**src/rtl/apb_cfg_initiator.sv**
```systemverilog
// APB3 initiator: turns a single-outstanding request/response handshake into
// SETUP/ACCESS transfers, with wait-state handling, slave-error capture and an access timeout.
//
//   state  | meaning
//   IDLE   | no transfer; REQ_READY high; APB address/data hold last values
//   SETUP  | PSEL high, PENABLE low for exactly one cycle
//   ACCESS | PSEL and PENABLE high until PREADY or timeout
module apb_cfg_initiator #(
    parameter int ADDR_WIDTH = 5,
    parameter int DATA_WIDTH = 8,
    parameter int TIMEOUT    = 16
) (
    input  logic                  PCLK,
    input  logic                  PRESET,
    input  logic                  REQ_VALID,
    output logic                  REQ_READY,
    input  logic                  REQ_WRITE,
    input  logic [ADDR_WIDTH-1:0] REQ_ADDR,
    input  logic [DATA_WIDTH-1:0] REQ_WDATA,
    output logic                  RSP_VALID,
    output logic [DATA_WIDTH-1:0] RSP_RDATA,
    output logic                  RSP_ERR,
    output logic                  RSP_TIMEOUT,
    output logic                  BUSY,
    output logic [ADDR_WIDTH-1:0] PADDR,
    output logic                  PSEL,
    output logic                  PENABLE,
    output logic                  PWRITE,
    output logic [DATA_WIDTH-1:0] PWDATA,
    input  logic [DATA_WIDTH-1:0] PRDATA,
    input  logic                  PREADY,
    input  logic                  PSLVERR
);

    typedef enum logic [1:0] {
        IDLE   = 2'd0,
        SETUP  = 2'd1,
        ACCESS = 2'd2
    } state_t;

    // Counter is 8 bits because TIMEOUT may be as large as 255.
    localparam bit         TIMEOUT_EN = (TIMEOUT != 0);
    localparam logic [7:0] WAIT_TC    = (TIMEOUT > 0) ? 8'(TIMEOUT - 1) : 8'd0;
    localparam logic [7:0] WAIT_MAX   = 8'hFF;

    state_t                state;
    state_t                state_nxt;
    logic [7:0]            wait_cnt;
    logic [7:0]            wait_cnt_nxt;

    logic [ADDR_WIDTH-1:0] paddr_nxt;
    logic                  psel_nxt;
    logic                  penable_nxt;
    logic                  pwrite_nxt;
    logic [DATA_WIDTH-1:0] pwdata_nxt;
    logic                  rsp_valid_nxt;
    logic [DATA_WIDTH-1:0] rsp_rdata_nxt;
    logic                  rsp_err_nxt;
    logic                  rsp_timeout_nxt;
    logic                  busy_nxt;

    assign REQ_READY = (state == IDLE);

    always_ff @(posedge PCLK or posedge PRESET) begin
        if (PRESET) begin
            state       <= IDLE;
            wait_cnt    <= '0;
            PADDR       <= '0;
            PSEL        <= 1'b0;
            PENABLE     <= 1'b0;
            PWRITE      <= 1'b0;
            PWDATA      <= '0;
            RSP_VALID   <= 1'b0;
            RSP_RDATA   <= '0;
            RSP_ERR     <= 1'b0;
            RSP_TIMEOUT <= 1'b0;
            BUSY        <= 1'b0;
        end else begin
            state       <= state_nxt;
            wait_cnt    <= wait_cnt_nxt;
            PADDR       <= paddr_nxt;
            PSEL        <= psel_nxt;
            PENABLE     <= penable_nxt;
            PWRITE      <= pwrite_nxt;
            PWDATA      <= pwdata_nxt;
            RSP_VALID   <= rsp_valid_nxt;
            RSP_RDATA   <= rsp_rdata_nxt;
            RSP_ERR     <= rsp_err_nxt;
            RSP_TIMEOUT <= rsp_timeout_nxt;
            BUSY        <= busy_nxt;
        end
    end

    always_comb begin
        state_nxt       = state;
        wait_cnt_nxt    = wait_cnt;
        paddr_nxt       = PADDR;
        psel_nxt        = PSEL;
        penable_nxt     = PENABLE;
        pwrite_nxt      = PWRITE;
        pwdata_nxt      = PWDATA;
        rsp_valid_nxt   = 1'b0;
        rsp_rdata_nxt   = RSP_RDATA;
        rsp_err_nxt     = RSP_ERR;
        rsp_timeout_nxt = RSP_TIMEOUT;

        case (state)
            IDLE: begin
                if (REQ_VALID) begin
                    paddr_nxt   = REQ_ADDR;
                    pwrite_nxt  = REQ_WRITE;
                    pwdata_nxt  = REQ_WDATA;
                    psel_nxt    = 1'b1;
                    penable_nxt = 1'b0;
                    state_nxt   = SETUP;
                end
            end
            SETUP: begin
                penable_nxt  = 1'b1;
                wait_cnt_nxt = '0;
                state_nxt    = ACCESS;
            end
            ACCESS: begin
                if (PREADY) begin
                    psel_nxt        = 1'b0;
                    penable_nxt     = 1'b0;
                    rsp_valid_nxt   = 1'b1;
                    rsp_err_nxt     = PSLVERR;
                    rsp_timeout_nxt = 1'b0;
                    rsp_rdata_nxt   = (!PWRITE && !PSLVERR) ? PRDATA : '0;
                    state_nxt       = IDLE;
                end else if (TIMEOUT_EN && (wait_cnt == WAIT_TC)) begin
                    psel_nxt        = 1'b0;
                    penable_nxt     = 1'b0;
                    rsp_valid_nxt   = 1'b1;
                    rsp_err_nxt     = 1'b1;
                    rsp_timeout_nxt = 1'b1;
                    rsp_rdata_nxt   = '0;
                    state_nxt       = IDLE;
                end else if (wait_cnt != WAIT_MAX) begin
                    // Saturate so a disabled timeout can wait forever without wrapping.
                    wait_cnt_nxt = wait_cnt + 8'd1;
                end
            end
            default: begin
                psel_nxt    = 1'b0;
                penable_nxt = 1'b0;
                state_nxt   = IDLE;
            end
        endcase

        busy_nxt = (state_nxt != IDLE);
    end

endmodule

```
**config.mk**
```make
export PLATFORM = sky130hd
export DESIGN_NAME = apb_cfg_initiator
export DESIGN_NICKNAME = d
export VERILOG_FILES = /design/src/rtl/apb_cfg_initiator.sv
export SDC_FILE = /design/constraint.sdc
export NUM_CORES = 1
export LEC_CHECK = 0
export CORE_MARGIN = 2
export CORE_UTILIZATION = 46
export CTS_BUF_LIST = sky130_fd_sc_hd__clkbuf_16
export DETAILED_ROUTE_END_ITERATION = 12
export HOLD_SLACK_MARGIN = 0.1
export PLACE_DENSITY_LB_ADDON = 0.1
export RECOVER_POWER = 25
export SLEW_MARGIN = 30
export SYNTH_ARGS = -nofsm -noshare
export SYNTH_HDL_FRONTEND = slang
export SYNTH_SLANG_ARGS = --single-unit
```
**constraint.sdc**
```tcl
create_clock -name PCLK -period 2 [get_ports PCLK]
set_input_delay 0.5 -clock PCLK [delete_from_list [all_inputs] [get_ports PCLK]]
set_output_delay 0.5 -clock PCLK [all_outputs]
set_load 0.05 [all_outputs]
```
==> impl_results.md <==
- Worst endpoint required time: 1.50 ns
- Part of the Yosys area used for sequential elements: 53.1%
- CP max FO: 2
- Area Overhead vs Synth: 44.8%
- Via count: 1,520
- Initial drt markers: 128
- Crit path time final: 1.94 ns
- Ant diodes: 0
- RSZ-0062 raised after global routing: no
- Initial antenna violation count: 0
- Clock Pin Slew Worst Setup and Hold Paths: 0.05 ns
- Setup repair bufs after CTS: 0
- CTS Buffer Depth: 2
- Worst Hold Class: reg -> reg
- Post-layout instance area: 2590 sq um
- Overall routed net length: 4.38 mm
- Placed Area: 2440 sq um
- Row cnt: 22
- CP endpoint kind: primary output
- Drt pass-1 iters: 4
- Asr flop ratio synth: 100%
- Int Pwr: 2490 uW
- Port Buffers: 55
- Final hold slack: 0.491 ns
- Slowest Stage Delay on Critical Path: 0.82 ns
- Die Ht: 66.4 um
- Routed len/inst: 16.5 um
- Main synth FF type: dfrtp_1
- Synth Cell Area: 1790 sq um
- Post-CTS Hold Buffers: 0
- Syn_nets: 179
- Tcrit/Tclk final: 96.9%
- Routed Antenna Nets: 0
- CTS tree: yes
- Grt total ovfl: 0
- Tot Pwr: 4500 uW
- Post-synthesis cell count: 151
- TritonCTS buffer count: 5
- Least-Margin Pin Slew: 0.961 ns
- Max-Cap Viols: 0
- Logic pwr share: 51.7%
- Post-synth EDFFs: 0
- Core area: 3720 sq um
- CP bufs+invs: 1
- Die W: 66.4 um
- Leading cell type in the layout, fill and taps excluded: clkdlybuf4s50_1
- # resized after CTS: 0
- CP max-delay cell: clkdlybuf4s50_1
- Part of the power in registers: 29.2%
- Final setup fails: 0
- Number of global-route vias before repair: 1,522
- Sink Count: 38
- Sw Share: 44.7%
- Most frequent cells in the layout: clkdlybuf4s50_1, dfrtp_1, buf_4, mux2_2, nand3_1
- Avg Vias per Cell: 5.71
- H-tree Lvls: 2
- First-pass GRT wire length: 7.15 mm
- Switching power: 2010 uW
- Post-route insts no fill: 266
- Pwr per Cell Area: 1730 nW/um^2
- Arrival @ worst endpoint: 1.44 ns
- Initial Util: 48.2%
- CP delay by family, top: buffers and inverters
- Netlist cell types: 47
- Gr usage total: 21.9%
- Setup Crit Path Kind: reg -> out
- Hold Vio Cnt, Final: 0
- Cells after DPL: 259
- Detailed Place HPWL: 3.12 mm
- Worst skew pair latency: 0.28 ns
- Clk_skew: 0.00417 ns
- Startpoint types: flop
- Clock root cell: clkbuf_16
- Clock network fraction of total power: 19.1%
- Routability cong.: 0.869
- Share of cells above drive strength 1: 23.4%
- Yosys warns: 0
- Final nets: 246
- Leak Pwr: 0.00115 uW
- Peak supply drop: 0.00110 V
- # IOs: 56
- Crit-path cells: clkdlybuf4s50_1
- F_max: 516 MHz
- Pin count of the biggest net entering global routing: 39
- Setup TNS: 0 ns
- DRC: 0
- Outcome: complete, no violations
- Synth Area per Inst: 11.9 sq um
- Slew margin rel.: 35.9%
- Full die area: 4410 sq um
- Pins Over Slew Limit: 0
- Yosys reg bits: 38
path summary, 6_finish.rpt:
path	start	end	slack, ns	cells after the start
worst max register to register	wait_cnt[0]	wait_cnt[6]	0.19	5
max in group asynchronous	PRESET	PWDATA[6]	0.42	3
worst min-delay path	PWDATA[0]	PWDATA[0]	0.49	1
worst max-delay path	PADDR[0]	PADDR[0]	0.06	1
min in group asynchronous	PRESET	PWDATA[4]	0.99	3
worst min register to register	PWDATA[0]	PWDATA[0]	0.49	1
synth_stat cells (3+ instances only):
master    instances  area, sq um
a22o_1            8         70.1
mux2_2           10          113
and3_1            5         31.3
a31oi_1           3         18.8
nor3_1            3         15.0
nand3_1          10         50.1
o311ai_1          3         26.3
dfrtp_1          38          951
clkbuf_1          3         11.3
buf_2             3         15.0
nor2_1            5         18.8
nand4_1           3         18.8
a21oi_1           6         30.0
inv_1             7         26.3
mux2_1            4         45.0
nand2_1           8         30.0
routing by layer:
metal  vias up  GRT usage, %  wire length, um  share of wire, %
li1        706             -                -                 -
met4         0          7.65               65               1.5
met3         8          4.94              285               6.5
met1       736          26.9             1790                41
met5         -             0                0                 0
met2        70          37.5             2240                51
layout make-up:
| type | instances | area, sq um |
|---|---|---|
| fillers | 299 | 1120 |
| clock buffers | 5 | 125 |
| clock inverters | 2 | 33.8 |
| repair buffers | 66 | 611 |
| inverters | 7 | 26.3 |
| multi-input cells | 100 | 788 |
| flip-flops and latches | 38 | 951 |
| well taps | 48 | 60.1 |
through the flow:
step           setup slack [ns]  util, %
3_5_place_dp             0.0149     65.6
4_1_cts                  0.0421     69.9
6_report                 0.0611     69.8
3_3_place_gp             0.0964     65.6
2_1_floorplan             0.255        -
5_1_grt                 0.00829     69.8
kinds of logic after synthesis:
group	synth area share [%]
AND/OR/NAND/NOR	17.8
flip-flops	53.1
AO/OA/AOI/OAI	16.1
multiplexers	9.36
buffers and inverters	2.93
adder cells (fa/ha/maj)	0.698
power by group through the flow:
stage | clock network, uW | registers [uW] | logic [uW]
after global routing | 902 | 1360 | 2440
after CTS | 877 | 1310 | 2350
final | 861 | 1310 | 2330
after global placement | 0 | 1300 | 2310
after detailed placement | 0 | 1320 | 2330
after floorplan | 0 | 2200 | 631
flip-flops by register name (all words and copies together), names as in the netlist:
| signal | count |
|---|---|
| PWDATA | 8 |
| RSP_RDATA | 8 |
| wait_cnt | 8 |
| PADDR | 5 |
| state | 2 |
| BUSY | 1 |
| PENABLE | 1 |
| PSEL | 1 |
| PWRITE | 1 |
| RSP_ERR | 1 |
| RSP_TIMEOUT | 1 |
| RSP_VALID | 1 |
Power figures use the tool's default switching activity.
